$ cat src/rtl/core_lsu_mmio_if.sv
// Core-side request/response, data-memory and stdio channel signals of the load/store unit.
// The LSU takes the slave modport; the core/memory/stdio side takes the master modport.
interface core_lsu_mmio_if #(
    parameter int DATA_W = 16,
    parameter int ADDR_W = 8,
    parameter int N_IO   = 1
);
    logic                   req_val_i;
    logic                   req_wen_i;
    logic [ADDR_W-1:0]      req_addr_i;
    logic [DATA_W-1:0]      req_data_i;
    logic                   req_rdy_o;
    logic                   rsp_val_o;
    logic [DATA_W-1:0]      rsp_data_o;
    logic                   mem_val_o;
    logic                   mem_wen_o;
    logic [ADDR_W-1:0]      mem_addr_o;
    logic [DATA_W-1:0]      mem_wdata_o;
    logic                   mem_rdy_i;
    logic [DATA_W-1:0]      mem_rdata_i;
    logic [N_IO-1:0]        in_val_i;
    logic [N_IO*DATA_W-1:0] in_data_i;
    logic [N_IO-1:0]        in_rdy_o;
    logic [N_IO-1:0]        out_val_o;
    logic [N_IO*DATA_W-1:0] out_data_o;
    logic [N_IO-1:0]        out_rdy_i;

    modport slave (
        input  req_val_i, req_wen_i, req_addr_i, req_data_i,
        input  mem_rdy_i, mem_rdata_i, in_val_i, in_data_i, out_rdy_i,
        output req_rdy_o, rsp_val_o, rsp_data_o,
        output mem_val_o, mem_wen_o, mem_addr_o, mem_wdata_o,
        output in_rdy_o, out_val_o, out_data_o
    );

    modport master (
        output req_val_i, req_wen_i, req_addr_i, req_data_i,
        output mem_rdy_i, mem_rdata_i, in_val_i, in_data_i, out_rdy_i,
        input  req_rdy_o, rsp_val_o, rsp_data_o,
        input  mem_val_o, mem_wen_o, mem_addr_o, mem_wdata_o,
        input  in_rdy_o, out_val_o, out_data_o
    );
endinterface

$ cat src/rtl/core_lsu_mmio.sv
// Load/store unit: top N_IO addresses map to stdio channels with input prefetch FIFOs,
// everything else goes to data memory; loads return through a registered one-cycle path.
module core_lsu_mmio #(
    parameter int DATA_W   = 16,
    parameter int ADDR_W   = 8,
    parameter int N_IO     = 1,
    parameter int IN_DEPTH = 2
) (
    input  logic           clk_i,
    input  logic           rst_i,
    core_lsu_mmio_if.slave bus
);
    localparam int PTR_W = $clog2(IN_DEPTH);
    localparam int CNT_W = PTR_W + 1;
    localparam logic [ADDR_W-1:0] ADDR_TOP = '1;
    localparam logic [CNT_W-1:0]  CNT_FULL = CNT_W'(IN_DEPTH);

    logic [DATA_W-1:0] fifo_mem [N_IO][IN_DEPTH];
    logic [PTR_W-1:0]  rd_ptr_q [N_IO];
    logic [PTR_W-1:0]  wr_ptr_q [N_IO];
    logic [CNT_W-1:0]  cnt_q    [N_IO];

    logic [N_IO-1:0]        hit, push, pop, in_rdy;
    logic                   io_hit, req_rdy, load_acc;
    logic [DATA_W-1:0]      io_head;
    logic                   mem_val, mem_wen;
    logic [ADDR_W-1:0]      mem_addr;
    logic [DATA_W-1:0]      mem_wdata;
    logic [N_IO-1:0]        out_val;
    logic [N_IO*DATA_W-1:0] out_data;

    logic              rsp_pend_q, rsp_src_q;
    logic [DATA_W-1:0] rsp_io_q;

    // Address decode and request routing; at most one target is driven per cycle.
    always_comb begin
        hit       = '0;
        io_head   = '0;
        req_rdy   = 1'b0;
        mem_val   = 1'b0;
        mem_wen   = 1'b0;
        mem_addr  = '0;
        mem_wdata = '0;
        out_val   = '0;
        out_data  = '0;
        for (int k = 0; k < N_IO; k++) begin
            if (bus.req_addr_i == ADDR_TOP - ADDR_W'(k)) hit[k] = 1'b1;
        end
        io_hit = |hit;
        if (bus.req_val_i) begin
            if (!io_hit) begin
                mem_val   = 1'b1;
                mem_wen   = bus.req_wen_i;
                mem_addr  = bus.req_addr_i;
                mem_wdata = bus.req_data_i;
                req_rdy   = bus.mem_rdy_i;
            end else begin
                for (int k = 0; k < N_IO; k++) begin
                    if (hit[k]) begin
                        if (bus.req_wen_i) begin
                            out_val[k]                    = 1'b1;
                            out_data[k*DATA_W +: DATA_W]  = bus.req_data_i;
                            req_rdy                       = bus.out_rdy_i[k];
                        end else begin
                            req_rdy = (cnt_q[k] != '0);
                            io_head = fifo_mem[k][rd_ptr_q[k]];
                        end
                    end
                end
            end
        end
    end

    always_comb begin
        for (int k = 0; k < N_IO; k++) begin
            in_rdy[k] = (cnt_q[k] != CNT_FULL);
        end
    end

    assign load_acc = bus.req_val_i && req_rdy && !bus.req_wen_i;
    assign pop      = load_acc ? hit : '0;
    assign push     = bus.in_val_i & in_rdy;

    always_ff @(posedge clk_i) begin
        if (rst_i) begin
            for (int k = 0; k < N_IO; k++) begin
                rd_ptr_q[k] <= '0;
                wr_ptr_q[k] <= '0;
                cnt_q[k]    <= '0;
            end
        end else begin
            for (int k = 0; k < N_IO; k++) begin
                if (push[k]) wr_ptr_q[k] <= wr_ptr_q[k] + PTR_W'(1);
                if (pop[k])  rd_ptr_q[k] <= rd_ptr_q[k] + PTR_W'(1);
                case ({push[k], pop[k]})
                    2'b10:   cnt_q[k] <= cnt_q[k] + CNT_W'(1);
                    2'b01:   cnt_q[k] <= cnt_q[k] - CNT_W'(1);
                    default: cnt_q[k] <= cnt_q[k];
                endcase
            end
        end
    end

    // Storage needs no reset: the count alone decides what is readable.
    always_ff @(posedge clk_i) begin
        for (int k = 0; k < N_IO; k++) begin
            if (push[k]) fifo_mem[k][wr_ptr_q[k]] <= bus.in_data_i[k*DATA_W +: DATA_W];
        end
    end

    always_ff @(posedge clk_i) begin
        if (rst_i) begin
            rsp_pend_q <= 1'b0;
            rsp_src_q  <= 1'b0;
            rsp_io_q   <= '0;
        end else begin
            rsp_pend_q <= load_acc;
            rsp_src_q  <= io_hit;
            if (load_acc && io_hit) rsp_io_q <= io_head;
        end
    end

    assign bus.req_rdy_o   = req_rdy;
    assign bus.mem_val_o   = mem_val;
    assign bus.mem_wen_o   = mem_wen;
    assign bus.mem_addr_o  = mem_addr;
    assign bus.mem_wdata_o = mem_wdata;
    assign bus.out_val_o   = out_val;
    assign bus.out_data_o  = out_data;
    assign bus.in_rdy_o    = in_rdy;
    assign bus.rsp_val_o   = rsp_pend_q;
    assign bus.rsp_data_o  = rsp_pend_q ? (rsp_src_q ? rsp_io_q : bus.mem_rdata_i) : '0;
endmodule

$ cat src/flat_wrapper.sv
// flat-port wrapper written by rule: the top's interface ports become plain ports
module core_lsu_mmio_flat 
#(
    parameter int DATA_W   = 16,
    parameter int ADDR_W   = 8,
    parameter int N_IO     = 1,
    parameter int IN_DEPTH = 2
)
  (clk_i, rst_i, bus_req_val_i, bus_req_wen_i, bus_req_addr_i, bus_req_data_i, bus_mem_rdy_i, bus_mem_rdata_i, bus_in_val_i, bus_in_data_i, bus_out_rdy_i, bus_req_rdy_o, bus_rsp_val_o, bus_rsp_data_o, bus_mem_val_o, bus_mem_wen_o, bus_mem_addr_o, bus_mem_wdata_o, bus_in_rdy_o, bus_out_val_o, bus_out_data_o);
  core_lsu_mmio_if #(.DATA_W(DATA_W), .ADDR_W(ADDR_W), .N_IO(N_IO)) bus_i ();
  input  logic clk_i;
  input  logic rst_i;
  input wire logic [$bits(bus_i.req_val_i)-1:0] bus_req_val_i;
  input wire logic [$bits(bus_i.req_wen_i)-1:0] bus_req_wen_i;
  input wire logic [$bits(bus_i.req_addr_i)-1:0] bus_req_addr_i;
  input wire logic [$bits(bus_i.req_data_i)-1:0] bus_req_data_i;
  input wire logic [$bits(bus_i.mem_rdy_i)-1:0] bus_mem_rdy_i;
  input wire logic [$bits(bus_i.mem_rdata_i)-1:0] bus_mem_rdata_i;
  input wire logic [$bits(bus_i.in_val_i)-1:0] bus_in_val_i;
  input wire logic [$bits(bus_i.in_data_i)-1:0] bus_in_data_i;
  input wire logic [$bits(bus_i.out_rdy_i)-1:0] bus_out_rdy_i;
  output wire logic [$bits(bus_i.req_rdy_o)-1:0] bus_req_rdy_o;
  output wire logic [$bits(bus_i.rsp_val_o)-1:0] bus_rsp_val_o;
  output wire logic [$bits(bus_i.rsp_data_o)-1:0] bus_rsp_data_o;
  output wire logic [$bits(bus_i.mem_val_o)-1:0] bus_mem_val_o;
  output wire logic [$bits(bus_i.mem_wen_o)-1:0] bus_mem_wen_o;
  output wire logic [$bits(bus_i.mem_addr_o)-1:0] bus_mem_addr_o;
  output wire logic [$bits(bus_i.mem_wdata_o)-1:0] bus_mem_wdata_o;
  output wire logic [$bits(bus_i.in_rdy_o)-1:0] bus_in_rdy_o;
  output wire logic [$bits(bus_i.out_val_o)-1:0] bus_out_val_o;
  output wire logic [$bits(bus_i.out_data_o)-1:0] bus_out_data_o;
  assign bus_i.req_val_i = bus_req_val_i;
  assign bus_i.req_wen_i = bus_req_wen_i;
  assign bus_i.req_addr_i = bus_req_addr_i;
  assign bus_i.req_data_i = bus_req_data_i;
  assign bus_i.mem_rdy_i = bus_mem_rdy_i;
  assign bus_i.mem_rdata_i = bus_mem_rdata_i;
  assign bus_i.in_val_i = bus_in_val_i;
  assign bus_i.in_data_i = bus_in_data_i;
  assign bus_i.out_rdy_i = bus_out_rdy_i;
  assign bus_req_rdy_o = bus_i.req_rdy_o;
  assign bus_rsp_val_o = bus_i.rsp_val_o;
  assign bus_rsp_data_o = bus_i.rsp_data_o;
  assign bus_mem_val_o = bus_i.mem_val_o;
  assign bus_mem_wen_o = bus_i.mem_wen_o;
  assign bus_mem_addr_o = bus_i.mem_addr_o;
  assign bus_mem_wdata_o = bus_i.mem_wdata_o;
  assign bus_in_rdy_o = bus_i.in_rdy_o;
  assign bus_out_val_o = bus_i.out_val_o;
  assign bus_out_data_o = bus_i.out_data_o;
  core_lsu_mmio #(.DATA_W(DATA_W), .ADDR_W(ADDR_W), .N_IO(N_IO), .IN_DEPTH(IN_DEPTH)) u_core (.clk_i(clk_i), .rst_i(rst_i), .bus(bus_i));
endmodule
$ cat config.mk
export PLATFORM = sky130hd
export DESIGN_NAME = core_lsu_mmio_flat
export DESIGN_NICKNAME = d
export VERILOG_FILES = /design/src/rtl/core_lsu_mmio_if.sv /design/src/rtl/core_lsu_mmio.sv /design/src/flat_wrapper.sv
export SDC_FILE = /design/constraint.sdc
export NUM_CORES = 1
export LEC_CHECK = 0
export ABC_AREA = 1
export BUFFER_PORTS_ARGS = -buffer_cell sky130_fd_sc_hd__buf_2
export CAP_MARGIN = 40
export CORE_ASPECT_RATIO = 1.1
export CORE_MARGIN = 2
export CORE_UTILIZATION = 40
export DETAILED_ROUTE_END_ITERATION = 7
export PLACE_DENSITY = 0.71
export SLEW_MARGIN = 10
export SYNTH_ARGS = -nofsm -noshare
export SYNTH_HDL_FRONTEND = slang
export SYNTH_SLANG_ARGS = --single-unit
$ cat constraint.sdc
create_clock -name clk_i -period 5.3 [get_ports clk_i]
set_input_delay 0.53 -clock clk_i [delete_from_list [all_inputs] [get_ports clk_i]]
set_output_delay 0.53 -clock clk_i [all_outputs]
set_load 0.05 [all_outputs]
; ---- Word-level counts from Yosys, hierarchy flattened
; Memories as Yosys holds them, arrays and structs flattened.
; Index checks and enable logic that the tools add are counted.
[word_totals]
in_bits = 63
regBits = 18
n_memories = 4
word_cells = 90
mem_bits_rw = 36
[mem_list]
columns = memory, words, width, read_ports, rd_clocked_by_memory_dff, write_ports, line_no
row1 = u_core.fifo_mem, 1, 32, 1, 0, 1, core_lsu_mmio.sv:18  ; logic [DATA_W-1:0] fifo_mem [N_IO][IN_DEPTH];
row2 = u_core.cnt_q, 1, 2, 1, 0, 1, core_lsu_mmio.sv:21  ; logic [CNT_W-1:0] cnt_q [N_IO];
row3 = u_core.rd_ptr_q, 1, 1, 1, 0, 1, core_lsu_mmio.sv:19  ; logic [PTR_W-1:0] rd_ptr_q [N_IO];
row4 = u_core.wr_ptr_q, 1, 1, 1, 0, 1, core_lsu_mmio.sv:20  ; logic [PTR_W-1:0] wr_ptr_q [N_IO];
[classes]
n_addsub = 4
mux = 57
magnitude_cmp = 3
n_eq_ne = 4
n_reduce_logical = 12
bitwise_logic = 3
[op_table]
columns = operator, n
row1 = $mux 16, 14
row2 = $mux 1, 36
row3 = $mux 32, 1
row4 = $demux 16 s1, 1
row5 = $mux 8, 2
row6 = $eq 8x8->1 const B, 1
row7 = $reduce_or 2->1, 4
row8 = $mux 2, 3
row9 = $ge 2x2->1 const B, 2
row10 = $logic_and 1x1->1, 4
row11 = $not 1->2, 2
row12 = $add 1x1->1 const B, 2
row13 = $add 2x1->2 const B, 1
row14 = $eq 2x1->1 const B, 1
row15 = $eq 2x2->1 const B, 1
row16 = $lt 2x1->1 const B, 1
row17 = $ne 2x2->1 const B, 1
row18 = $reduce_bool 2->1, 1
row19 = $reduce_or 1->1, 2
row20 = $sub 2x1->2 const B, 1
row21 = $and 1x1->1, 1
row22 = $logic_not 1->1, 1

; ---- Longest topological paths before layout
[logic_depth]
depth_word = 15
mapped_depth = 11
mapped_depth_nobuf = 10

; ---- Worst setup path before layout
; No wires, ideal clock.
[synth_timing]
path_kind = input -> output
from = in bus_req_addr_i[1]
to = out bus_mem_wdata_o[10]
n_path_buf = 2
arrival_time_ns = 2.358
slack_ns = 2.412
t_required_ns = 4.770
stages = 9
path_cell_list = nand2_1 -> nor2_1 -> nand2_1 -> buf_6 -> inv_2 -> nor2_2 -> inv_2 -> buf_4 -> nor2_1
[synth_via]
elab_chain_len = 4
[synth_lines]
columns = element, line_no
row1 = from (decl), flat_wrapper.sv:15  ; input wire logic [$bits(bus_i.req_addr_i)-1:0] bus_req_addr_i;
row2 = $eq 8x8->1, core_lsu_mmio.sv:47  ; if (bus.req_addr_i == ADDR_TOP - ADDR_W'(k)) hit[k] = 1'b1;
row3 = $mux 1, core_lsu_mmio.sv:47
row4 = $mux 16, core_lsu_mmio.sv:51  ; if (!io_hit) begin
row5 = $mux 16, core_lsu_mmio.sv:50  ; if (bus.req_val_i) begin
row6 = to (decl), flat_wrapper.sv:28  ; output wire logic [$bits(bus_i.mem_wdata_o)-1:0] bus_mem_wdata_o;
; Every way passes these cells.

; ---- Worst setup path after layout
[layout_timing]
from = in bus_req_addr_i[5]
to = out bus_out_data_o[2]
[layout_via]
elab_chain_len = 4
[layout_lines]
columns = element, line_no
row1 = $eq 8x8->1, core_lsu_mmio.sv:47
row2 = $mux 1, core_lsu_mmio.sv:47
row3 = $mux 16, core_lsu_mmio.sv:51
row4 = $mux 16, core_lsu_mmio.sv:50
row5 = to (decl), flat_wrapper.sv:31  ; output wire logic [$bits(bus_i.out_data_o)-1:0] bus_out_data_o;
; Every way passes these cells.

==> summary.md <==
| Metric | Value |
|---|---|
| Top Layer Used | `met4` |
| Commonest non-fill, non-tap cell in the layout | `buf_2` |
| Crit Path Max Fanout | `17` |
| Final Hold Vio Count | `0` |
| Clk_lat worst skew | `0.29 ns` |
| H-Tree Depth | `2` |
| Reg2reg end | `u_core.cnt_q[0][0]` |
| Period utilization | `0.480` |
| Starting density of the core | `0.414` |
| FMAX | `393 MHz` |
| Wire length per cell | `12.6 um` |
| Synthesis-to-layout area growth | `30.0%` |
| Die Width | `80.4 um` |
| Synthesized cell area | `0.00256 mm^2` |
| Min-Delay Path Class | `primary input to register` |
| Routed Wire Length | `6130 um` |
| DRC violations left | `0` |
| Design area | `0.00334 mm^2` |
| Number of cell rows | `30` |
| CP Data Arrival Time | `2.02 ns` |
| Vias | `2,332` |
| Die Y | `88.0 um` |
| Vias in the first global route | `1,980` |
| Maximum VDD drop | `0.187 mV` |
| # diodes | `0` |
| Port bufs | `124` |
| Synth cell types | `24` |
| Synth Instances | `286` |
| CTS tree | `built` |
| Hold-fix buffers, CTS | `0` |
| Met3 routed WL | `516 um` |
| Most frequent cells in the layout | `buf_2 (124), nor2_1 (82), edfxtp_1 (36), inv_1 (28), nand2_1 (25)` |
| Synth warn | `0` |
| Layout Cells excl Fill | `488` |
| Slew Viols, Final | `0` |
| Hold Crit Start | `bus_in_data_i[6]` |
| Largest net degree at the start of global routing | `21` |
| Final core occ | `0.539` |
| CTS Root Cell | `clkbuf_8` |
| Worst Reg-to-Reg Cells | `8` |
| Share of layout cells above drive strength 1 | `0.348` |
| Met2 wire len | `3120 um` |
| Clock Tree Buf Depth | `2` |
| RSZ-0062 raised after global routing | `false` |
| Slew headroom | `0.593` |
| Worst EP required | `4.77 ns` |
| Register-to-register setup slack | `2.97 ns` |
| GRT Overall Usage | `0.171` |
| Number of post-CTS setup repair buffers | `0` |
| TNS Setup | `0 ns` |
| Critical path startpoint category | `primary input` |
| Clock transition at path regs | `0.09 ns` |
| Placer Congestion | `0.807` |
| Yosys reg bits | `54` |
| Placed instance area | `0.00324 mm^2` |
| Placed cells | `480` |
| Reg2reg start | `u_core.cnt_q[0][0]` |
| Minimum clock period | `2.55 ns` |
| Mapped Nets | `353` |
| Worst setup EP type | `output pin` |
| Setup Viol. Count Final | `0` |
| Initial antenna violation count | `0` |
| Dpl hpwl | `4630 um` |
| Nets | `474` |
| Post-route ant nets | `0` |
| Total power | `0.840 mW` |
| TritonCTS buffer count | `5` |
| Max Cap Violations | `0` |
| Core ar. | `0.00619 mm^2` |
| Die area | `0.00707 mm^2` |
| DRT iter0 DRCs | `89` |
| Hold Crit Depth | `1` |
| WS Path Type | `primary input to output pin` |
| First-pass iteration count of the detailed router | `4` |
| Final setup skew | `0.00342 ns` |
| First-pass GRT wire length | `9150 um` |
| CTS Sinks | `54` |
| Grt ovf | `0` |
| IO Count | `125` |
| Hold EP | `u_core.fifo_mem[0][6]` |
| PwrDens | `252 mW/mm^2` |
| Actual slew at the worst max-slew pin | `0.609 ns` |
| Status | `completed` |
| Wire length on met1 | `2420 um` |
| Avg Synthesized Cell Area | `8.97 um^2` |
| Register area share after synthesis | `0.562` |
| Leak Pwr | `1.74 nW` |
| Vias per Instance | `4.78` |
| Post-CTS resize count | `0` |
[routing by layer]
metal,track usage,vias up
met2,0.328,114
met1,0.190,1034
met3,0.0299,9
met4,0.0555,0
li1,-,1175
met5,0,-
[kinds of logic after synthesis]
| kind of cell | after synthesis | share of synthesized area |
|---|---|---|
| AO/OA/AOI/OAI | 35 | 0.0693 |
| adder cells (fa/ha/maj) | 4 | 0.0195 |
| buffers and inverters | 44 | 0.0780 |
| flip-flops | 54 | 0.562 |
| multiplexers | 14 | 0.0546 |
| AND/OR/NAND/NOR | 135 | 0.217 |
[worst max path at each step]
stage                                 start             endpoint  slack [ns]  cells past startpoint
after floorplan           bus_req_addr_i[1]  bus_mem_wdata_o[10]        2.41                      9
after global placement    bus_req_addr_i[3]   u_core.cnt_q[0][0]        2.70                      9
after detailed placement  bus_req_addr_i[3]   u_core.cnt_q[0][0]        2.56                      9
after CTS                 bus_req_addr_i[5]    bus_out_data_o[2]        2.78                      8
after global routing      bus_req_addr_i[5]    bus_out_data_o[1]        2.57                      8
final                     bus_req_addr_i[5]    bus_out_data_o[2]        2.75                      8
[critical path, cell delays in order]
cell and delay (ns):
buf_2 0.09, nand2_1 0.05, nor2_1 0.14, nand2_1 0.30, nor2_2 0.24, nand2_2 0.22, nor2_1 0.16, buf_2 0.28
[layout make-up]
| cell class | instances | area [um^2] |
|---|---|---|
| clock buffers | 7 | 86.3 |
| clock inverters | 1 | 5.00 |
| fillers | 586 | 2860 |
| inverters | 31 | 116 |
| multi-input cells | 188 | 923 |
| flip-flops and latches | 54 | 1440 |
| well taps | 80 | 100 |
| repair buffers | 127 | 663 |
[registers in the layout, indices dropped and copies added, names as in the netlist]
register / cells
u_core.bus.rsp_val_o: 1
u_core.rd_ptr_q: 1
u_core.rsp_io_q: 16
u_core.wr_ptr_q: 1
u_core.fifo_mem: 32
u_core.cnt_q: 2
u_core.rsp_src_q: 1
[Yosys cell counts (all sizes together)]
cell / number / area, um^2
nor2: 85 / 327
inv: 30 / 113
nor3: 2 / 10.0
edfxtp: 36 / 1080
buf: 9 / 68.8
o21ai: 32 / 160
nor4: 1 / 6.26
dfxtp: 18 / 360
a211oi: 1 / 7.51
clkinv: 1 / 3.75
nand2: 27 / 106
mux2i: 14 / 140
ha: 4 / 50.1
nand4: 1 / 6.26
clkbuf: 4 / 15.0
nand3: 19 / 100
a21oi: 2 / 10.0
[report_power, final]
group / internal [mW] / switching (mW) / total (mW)
registers: 0.468 / 0.00599 / 0.474
logic: 0.0420 / 0.0979 / 0.140
clock network: 0.106 / 0.121 / 0.226
[per-stage QoR]
stage / hold slack [ns] / setup slack [ns]
2_1_floorplan: 0.448 / 2.41
4_1_cts: 0.408 / 2.78
5_1_grt: 0.399 / 2.57
3_3_place_gp: 0.464 / 2.70
6_report: 0.416 / 2.75
3_5_place_dp: 0.470 / 2.56
Power figures use the tool's default switching activity.
